==> src/rtl/rgmii_phy_if.sv <==
// MAC-side RGMII interface: converts the 4-bit DDR PHY buses to and from 8-bit
// single-rate data, clocked entirely by RGMII_RX_CLK. MDIO is left unimplemented.

module rgmii_oddr #(
    parameter int WIDTH = 1
) (
    input  logic             clk,
    input  logic             rst_n,
    input  logic [WIDTH-1:0] d0,
    input  logic [WIDTH-1:0] d1,
    output logic [WIDTH-1:0] q
);
    logic [WIDTH-1:0] d0_q, d0_d;
    logic [WIDTH-1:0] d1_q, d1_d;
    logic [WIDTH-1:0] d1_fall_q, d1_fall_d;

    always_comb begin
        d0_d      = rst_n ? d0 : '0;
        d1_d      = rst_n ? d1 : '0;
        d1_fall_d = d1_q;
    end

    always_ff @(posedge clk) begin
        d0_q <= d0_d;
        d1_q <= d1_d;
    end

    // Second-phase data is retimed onto the falling edge so the output mux never
    // switches data and select at the same instant, matching ODDRX1F behaviour.
    always_ff @(negedge clk) begin
        d1_fall_q <= d1_fall_d;
    end

    assign q = clk ? d0_q : d1_fall_q;
endmodule

module rgmii_phy_if (
    input  logic       RGMII_RX_CLK,
    input  logic       RESET_N,
    output logic [7:0] RX_DATA,
    output logic       RX_DV,
    input  logic [7:0] TX_DATA,
    input  logic       TX_DV,
    input  logic       RGMII_RX_CTL,
    input  logic [3:0] RGMII_RX_D,
    output logic       RGMII_TX_CLK,
    output logic       RGMII_TX_CTL,
    output logic [3:0] RGMII_TX_D,
    input  logic       MDIO_CLK,
    inout  wire        MDIO_DATA
);
    logic [3:0] lo_q, lo_d;
    logic       ctl_q, ctl_d;
    logic [7:0] rx_data_q, rx_data_d;
    logic       rx_dv_q, rx_dv_d;
    logic       unused_mdio_clk;

    always_comb begin
        lo_d      = RESET_N ? RGMII_RX_D : 4'h0;
        ctl_d     = RESET_N & RGMII_RX_CTL;
        rx_data_d = RESET_N ? {RGMII_RX_D, lo_q} : 8'h00;
        rx_dv_d   = RESET_N & ctl_q;
    end

    // The falling edge captures the first nibble and the RX_DV half of RX_CTL;
    // the second half of RX_CTL (RX_DV xor RX_ER) is deliberately ignored.
    always_ff @(negedge RGMII_RX_CLK) begin
        lo_q  <= lo_d;
        ctl_q <= ctl_d;
    end

    always_ff @(posedge RGMII_RX_CLK) begin
        rx_data_q <= rx_data_d;
        rx_dv_q   <= rx_dv_d;
    end

    assign RX_DATA = rx_data_q;
    assign RX_DV   = rx_dv_q;

    rgmii_oddr #(.WIDTH(4)) u_tx_d (
        .clk   (RGMII_RX_CLK),
        .rst_n (RESET_N),
        .d0    (TX_DATA[3:0]),
        .d1    (TX_DATA[7:4]),
        .q     (RGMII_TX_D)
    );

    rgmii_oddr #(.WIDTH(1)) u_tx_ctl (
        .clk   (RGMII_RX_CLK),
        .rst_n (RESET_N),
        .d0    (TX_DV),
        .d1    (TX_DV),
        .q     (RGMII_TX_CTL)
    );

    // Forwarded clock uses the same output register path as the data; never reset
    // so the PHY keeps seeing a clock during reset.
    rgmii_oddr #(.WIDTH(1)) u_tx_clk (
        .clk   (RGMII_RX_CLK),
        .rst_n (1'b1),
        .d0    (1'b1),
        .d1    (1'b0),
        .q     (RGMII_TX_CLK)
    );

    assign MDIO_DATA       = 1'bz;
    assign unused_mdio_clk = MDIO_CLK;
endmodule

==> config.mk <==
export PLATFORM = sky130hd
export DESIGN_NAME = rgmii_phy_if
export DESIGN_NICKNAME = d
export VERILOG_FILES = /design/src/rtl/rgmii_phy_if.sv
export SDC_FILE = /design/constraint.sdc
export NUM_CORES = 1
export LEC_CHECK = 0
export BUFFER_PORTS_ARGS = -buffer_cell sky130_fd_sc_hd__buf_2
export CAP_MARGIN = 15
export CORE_MARGIN = 1
export CORE_UTILIZATION = 41
export CTS_CLUSTER_DIAMETER = 60
export DETAILED_ROUTE_END_ITERATION = 10
export PLACE_DENSITY = 0.67
export SYNTH_ARGS = -nofsm -noshare
export SYNTH_HDL_FRONTEND = slang
export SYNTH_HIERARCHICAL = 1
export SYNTH_SLANG_ARGS = --single-unit
==> constraint.sdc <==
create_clock -name RGMII_RX_CLK -period 0.8 [get_ports RGMII_RX_CLK]
set_input_delay 0.08 -clock RGMII_RX_CLK [delete_from_list [all_inputs] [get_ports RGMII_RX_CLK]]
set_output_delay 0.08 -clock RGMII_RX_CLK [all_outputs]
set_load 0.05 [all_outputs]
### After elaboration in Yosys (flattened, before gate mapping)

Index checks and enable logic that the tools add are counted.

* bits in registers: 28
* output and inout port bits: 16
* logic and storage cells: 14

* bitwise logic cells: 2
* mux-type cells: 3

Operators with widths (number)
* $mux W4: 1
* $and A1 B1 Y1: 2
* $mux W1: 2

### Logic depth before layout (Yosys ltp)

Gate-level depths: netlist (run 1).

* depth after elaboration: 1
* depth in mapped cells: 1
* mapped depth without buffers: 1

### Cells and area by module

Netlist (run 1), hierarchy kept.

Modules (own cells, without submodules)
* rgmii_phy_if: times used 1, seq. area each 280.3 µm², cells an instance 28, area an instance 361.6 µm²
* rgmii_oddr (u_tx_d): times used 1, seq. area each 240.2 µm², cells an instance 25, area an instance 339.1 µm²
* rgmii_oddr (u_tx_clk ...): times used 2, seq. area each 60.1 µm², cells an instance 7, area an instance 91.3 µm²

==> impl_metrics.toml, run 1 <==
[outcome]
status = "finished, violations left"
violations = "negative setup slack"

[synthesis]
synthTopCellsByArea = "dfxtp_1, and2_1, mux2_2"
netlist_instances = 67
syn_area_um2 = 883
ys_types = 7
synth-seq-cells = 32
yosysTopAreaCellShare_pct = 72.5
synth_top_area_cell = "dfxtp_1"
syn_avg_cell_area_um2 = 13.2
seq_area_frac_synth_pct = 72.5
yosys_warnings = 6

[flow_run]
max-cap-violations = 0

[worst_setup_path]
worstReg2RegEnd = "RX_DV"
cp.buffers_inverters = 1
crit_family = "flip-flops"
slowest_stage = "dfxtp_1"
arrival_ns = 1.59
critPathMaxStageDelay_ns = 0.29
critPathMaxFanout = 1
crit_chain = "mux2_4 > buf_6"
worstSetupEndpointType = "primary output"
path_class = "flip-flop to primary output"
regToRegSetupSlack_ns = -0.18
crit_cells = 2
r2r-start = "ctl_q"
r2r_cells = 1
worstSetupStartpointType = "flip-flop"
crit_required_ns = 0.72

[final_layout]
nets = 150
nFillCells = 148
diodes = 0
final_area_mm2 = 0.00148
final_layout_size_suffix_gt1_share_pct = 44.8
area_growth_pct = 68.0

[clocking]
cts_tree = "built"
clk_latency_ns = 0.48
clk_transition_reported_paths_ns = 0.09

[min_path]
hold_path_class = "input pin to flip-flop"
min_path_cells = 3
hp-start = "RESET_N"
hold_end = "u_tx_ctl/d0_q"

[floorplanning]
ioPinCount = 33
rows = 16
design.core.area_mm2 = 0.00200
die_height_um = 48.4
die_w_um = 48.4
die_area_mm2 = 0.00234
initial_core_util_pct = 44.1

[sta]
setup_slack_ns = -0.874
fin_skew_ns = 0.0652
final-hold-violation-count = 0
setup_viol = 20
drv_slew = 0
rsz0062_at_grt = "yes"

[power_and_ir_drop]
switchingPower_mw = 1.56
p_seq_share_pct = 37.7
internal_power_mw = 2.98
p_sw_share_pct = 34.3
pwr-share-comb_pct = 6.4
ir_worst_vdd_mv = 1.86
leakage_nw = 0.736
p_total_mw = 4.54
pwr_density_cell_mw_per_mm2 = 3060
p_clk_share_pct = 55.9

[place]
dpl-instance-area_mm2 = 0.00111
gp_congestion = 0.601
portBuffers = 30

[grt]
antenna_found_initial = 0
grt_pass1_wl_um = 2730
grt_use_met3_pct = 11.3
global_route.usage.met1_pct = 14.4
grt_remaining_overflow = 0
use_met2_pct = 25.1
track_usage_pct = 16.5
grt_max_degree = 10
grt_pass1_vias = 759
grt.busiest_layer = "met2"

[routing]
wl_per_cell_um = 9.98
vias = 648
drc = 0
vias_per_cell = 4.02
ant_nets = 0
first_pass_iters = 3
routed_wirelength_um = 1610
drt_iter0_drc = 2
-- stage by stage --
| step | setup WS (ns) | hold WS, ns | cells | TNS (ns) | utilization (%) |
|---|---|---|---|---|---|
| after floorplan | -0.299 | 0.202 | 70 | -2.28 | - |
| after global placement | -0.409 | 0.287 | 129 | -3.41 | 55.4 |
| after detailed placement | -0.423 | 0.291 | 129 | -3.54 | 55.4 |
| after CTS | -0.900 | 0.0386 | 161 | -7.91 | 72.8 |
| after global routing | -0.935 | 0.0600 | 161 | -8.55 | 74.1 |
| final | -0.874 | 0.0490 | 161 | -7.70 | 74.1 |
-- worst min-delay path, cell delays in order --
cell and delay (ns):
buf_2 0.14, buf_4 0.12, and2_1 0.10
-- area by class of cell --
| class | count | area, um2 | area share [%] |
|---|---|---|---|
| multi-input combinational | 33 | 249 | 16.8 |
| sequential | 32 | 653 | 44.0 |
| timing repair buffer | 40 | 359 | 24.2 |
| tap | 27 | 33.8 | 2.28 |
| clock inverter | 14 | 53.8 | 3.63 |
| clock buffer | 15 | 135 | 9.11 |
-- kinds of logic (layout without fill, tap and decap cells) --
family                 count (synthesis)  count (layout)  synth area share [%]
buffers and inverters                  5              69                  2.55
other                                  2               5                 0.850
multiplexers                           6               6                  8.50
flip-flops                            32              32                  72.5
AND/OR/NAND/NOR                       22              22                  15.6
-- cell usage after synthesis --
master,n
and2_1,22
inv_1,4
dfxtp_1,32
mux2_4,2
buf_4,1
conb_1,2
mux2_2,4
-- timing repair --
item,CTS,global route
gates cloned,0,0
hold buffers,13,0
gates resized for setup,41,8
hold endpoints to repair,14,0
setup endpoints to repair,20,20
setup buffers,0,0
-- sequential cells by signal (all words and copies together), names as in the netlist --
| register | count |
|---|---|
| RX_DATA | 8 |
| RX_DV | 1 |
| u_tx_d/d0_q | 4 |
| u_tx_clk/d0_q | 1 |
| u_tx_d/d1_fall_q | 4 |
| u_tx_clk/d1_fall_q | 1 |
| u_tx_ctl/d1_fall_d | 1 |
| u_tx_ctl/d0_q | 1 |
| u_tx_d/d1_fall_d | 4 |
| ctl_q | 1 |
| u_tx_ctl/d1_fall_q | 1 |
| u_tx_clk/d1_fall_d | 1 |
| lo_q | 4 |
-- power groups by stage --
| stage | Clock (mW) | Sequential [mW] | Combinational (mW) |
|---|---|---|---|
| floorplan | 0.942 | 1.80 | 0.0499 |
| global placement | 1.03 | 1.73 | 0.194 |
| detailed placement | 1.03 | 1.73 | 0.198 |
| CTS | 2.60 | 1.71 | 0.275 |
| global route | 2.80 | 1.72 | 0.311 |
| finish | 2.54 | 1.71 | 0.290 |
-- per-layer routing --
metal	part of all wire (%)	vias up
li1	-	326
met1	34	291
met2	56	25
met3	7.0	6
met4	2.5	0
met5	0	-
-- how the worst max path moves through the flow --
| stage | startpoint | to |
|---|---|---|
| floorplan | u_tx_clk/d1_fall_q | RGMII_TX_CLK |
| global placement | u_tx_ctl/d1_fall_q | RGMII_TX_CTL |
| detailed placement | u_tx_d/d1_fall_q[2] | RGMII_TX_D[2] |
| CTS | u_tx_ctl/d1_fall_q | RGMII_TX_CTL |
| global route | u_tx_d/d1_fall_q[0] | RGMII_TX_D[0] |
| finish | u_tx_ctl/d1_fall_q | RGMII_TX_CTL |
-- cell usage in the layout (no fill, tap or decap), drive strengths merged --
cell type,synthesis,layout
clkinv,0,1
and2,22,22
buf,1,33
clkbuf,0,9
conb,2,5
dfxtp,32,32
mux2,6,6
inv,4,12
clkinvlp,0,1
dlygate4sd3,0,13
No activity file was read; power rests on OpenSTA's default activity.
==> run 2, diff against run 1 <==
==> constraint.sdc (replaced) <==
create_clock -name RGMII_RX_CLK -period 0.8 [get_ports RGMII_RX_CLK]
set_input_delay 0 -clock RGMII_RX_CLK [delete_from_list [all_inputs] [get_ports RGMII_RX_CLK]]
set_output_delay 0 -clock RGMII_RX_CLK [all_outputs]
set_load 0.05 [all_outputs]
==> impl_metrics.toml, run 2 (synthesis results as in run 1) <==
[grt]
grt_pass1_wl_um = 2930
grt_pass1_vias = 786
grt_max_degree = 10
antenna_found_initial = 0
grt_remaining_overflow = 0
track_usage_pct = 18.5

[worst_setup_path]
worstSetupStartpointType = "flip-flop"
crit_chain = "mux2_4 > buf_6"
cp.buffers_inverters = 1
crit_required_ns = 0.80
slowest_stage = "dfxtp_1"
arrival_ns = 1.59
critPathMaxFanout = 1
crit_family = "flip-flops"
path_class = "flip-flop to primary output"
worstSetupEndpointType = "primary output"
critPathMaxStageDelay_ns = 0.30

[floorplanning]
rows = 16
ioPinCount = 33
die_w_um = 48.4
design.core.area_mm2 = 0.00200
initial_core_util_pct = 44.1
die_area_mm2 = 0.00234
die_height_um = 48.4

[power_and_ir_drop]
leakage_nw = 0.733
p_clk_share_pct = 55.6
p_seq_share_pct = 37.9
internal_power_mw = 2.98
pwr_density_cell_mw_per_mm2 = 3040
ir_worst_vdd_mv = 1.57
pwr-share-comb_pct = 6.5
switchingPower_mw = 1.53
p_sw_share_pct = 33.9

[final_layout]
fin_util_pct = 74.1
final_common_cell = "dfxtp_1"
layout_common_cells = "dfxtp_1, and2_1, buf_2"
final_layout_size_suffix_gt1_share_pct = 44.4
diodes = 0
largest_reg_flops = 8
nets = 151
area_growth_pct = 67.8

[sta]
setup_slack_ns = -0.791
hold_slack_ns = -0.0986
drv_slew = 0
setup_viol = 20
fin_skew_ns = 0.0642
finalSetupTns_ns = -6.39
final-hold-violation-count = 3
rsz0062_at_grt = "yes"

[routing]
wl_per_cell_um = 10.0
ant_nets = 0
vias_per_cell = 4.03
drt_iter0_drc = 13
drc = 0
first_pass_iters = 4
vias = 644
routed_wirelength_um = 1600

[flow_run]
max-cap-violations = 0

[place]
gp_congestion = 0.601
portBuffers = 30

[clocking]
clk_latency_ns = 0.49
clk_transition_reported_paths_ns = 0.08
cts_tree = "built"

[outcome]
status = "finished, violations left"
violations = "negative hold slack, negative setup slack"

[min_path]
hold_path_class = "input pin to flip-flop"
-- run 2: final timing paths --
check	slack (ns)	depth (start not counted)	from	to
setup / recovery	-0.79	2	u_tx_d/d1_fall_q[0]	RGMII_TX_D[0]
hold / removal	-0.1	2	RESET_N	RX_DATA[4]
setup reg to reg	-0.16	1	lo_q[1]	RX_DATA[1]
hold reg to reg	0.68	0	u_tx_d/d1_fall_d[1]	u_tx_d/d1_fall_q[1]
-- run 2: timing repair --
action / 4_1_cts / 5_1_grt
hold buffers: 12 / 3
gates cloned: 0 / 0
buffers inserted: 0 / 0
endpoints found under the hold margin: 16 / 4
setup endpoints to repair: 20 / 24
resized for setup: 41 / 7
-- run 2: layer usage --
| metal | part of all wire (%) | vias up | track usage (%) |
|---|---|---|---|
| met1 | 35 | 283 | 13.6 |
| met2 | 58 | 30 | 29.3 |
| met5 | 0 | - | 0 |
| met4 | 0.87 | 0 | 22.5 |
| li1 | - | 329 | - |
| met3 | 6.2 | 2 | 11.3 |
-- run 2: power groups by stage --
stage	Combinational [mW]	Sequential, mW	Clock [mW]
CTS	0.272	1.71	2.59
floorplan	0.0499	1.80	0.942
global route	0.315	1.72	2.78
finish	0.294	1.71	2.51
detailed placement	0.198	1.73	1.03
global placement	0.194	1.73	1.03
-- run 2: layout make-up --
| class | instances | area, um2 |
|---|---|---|
| Clock buffer | 16 | 139 |
| Tap cell | 27 | 33.8 |
| Sequential cell | 32 | 652 |
| Timing Repair Buffer | 41 | 365 |
| Fill cell | 136 | 519 |
| Multi-Input combinational cell | 33 | 251 |
| Clock inverter | 11 | 41.3 |
-- run 2: through the flow --
step,hold WS [ns],cells,setup WS (ns),area (um2),power (mW)
4_1_cts,-0.214,158,-0.815,1440,4.57
5_1_grt,-0.108,160,-0.872,1480,4.82
3_5_place_dp,0.212,129,-0.343,1110,2.96
2_1_floorplan,0.122,70,-0.219,910,2.79
6_report,-0.0986,160,-0.791,1480,4.51
3_3_place_gp,0.207,129,-0.329,1110,2.95
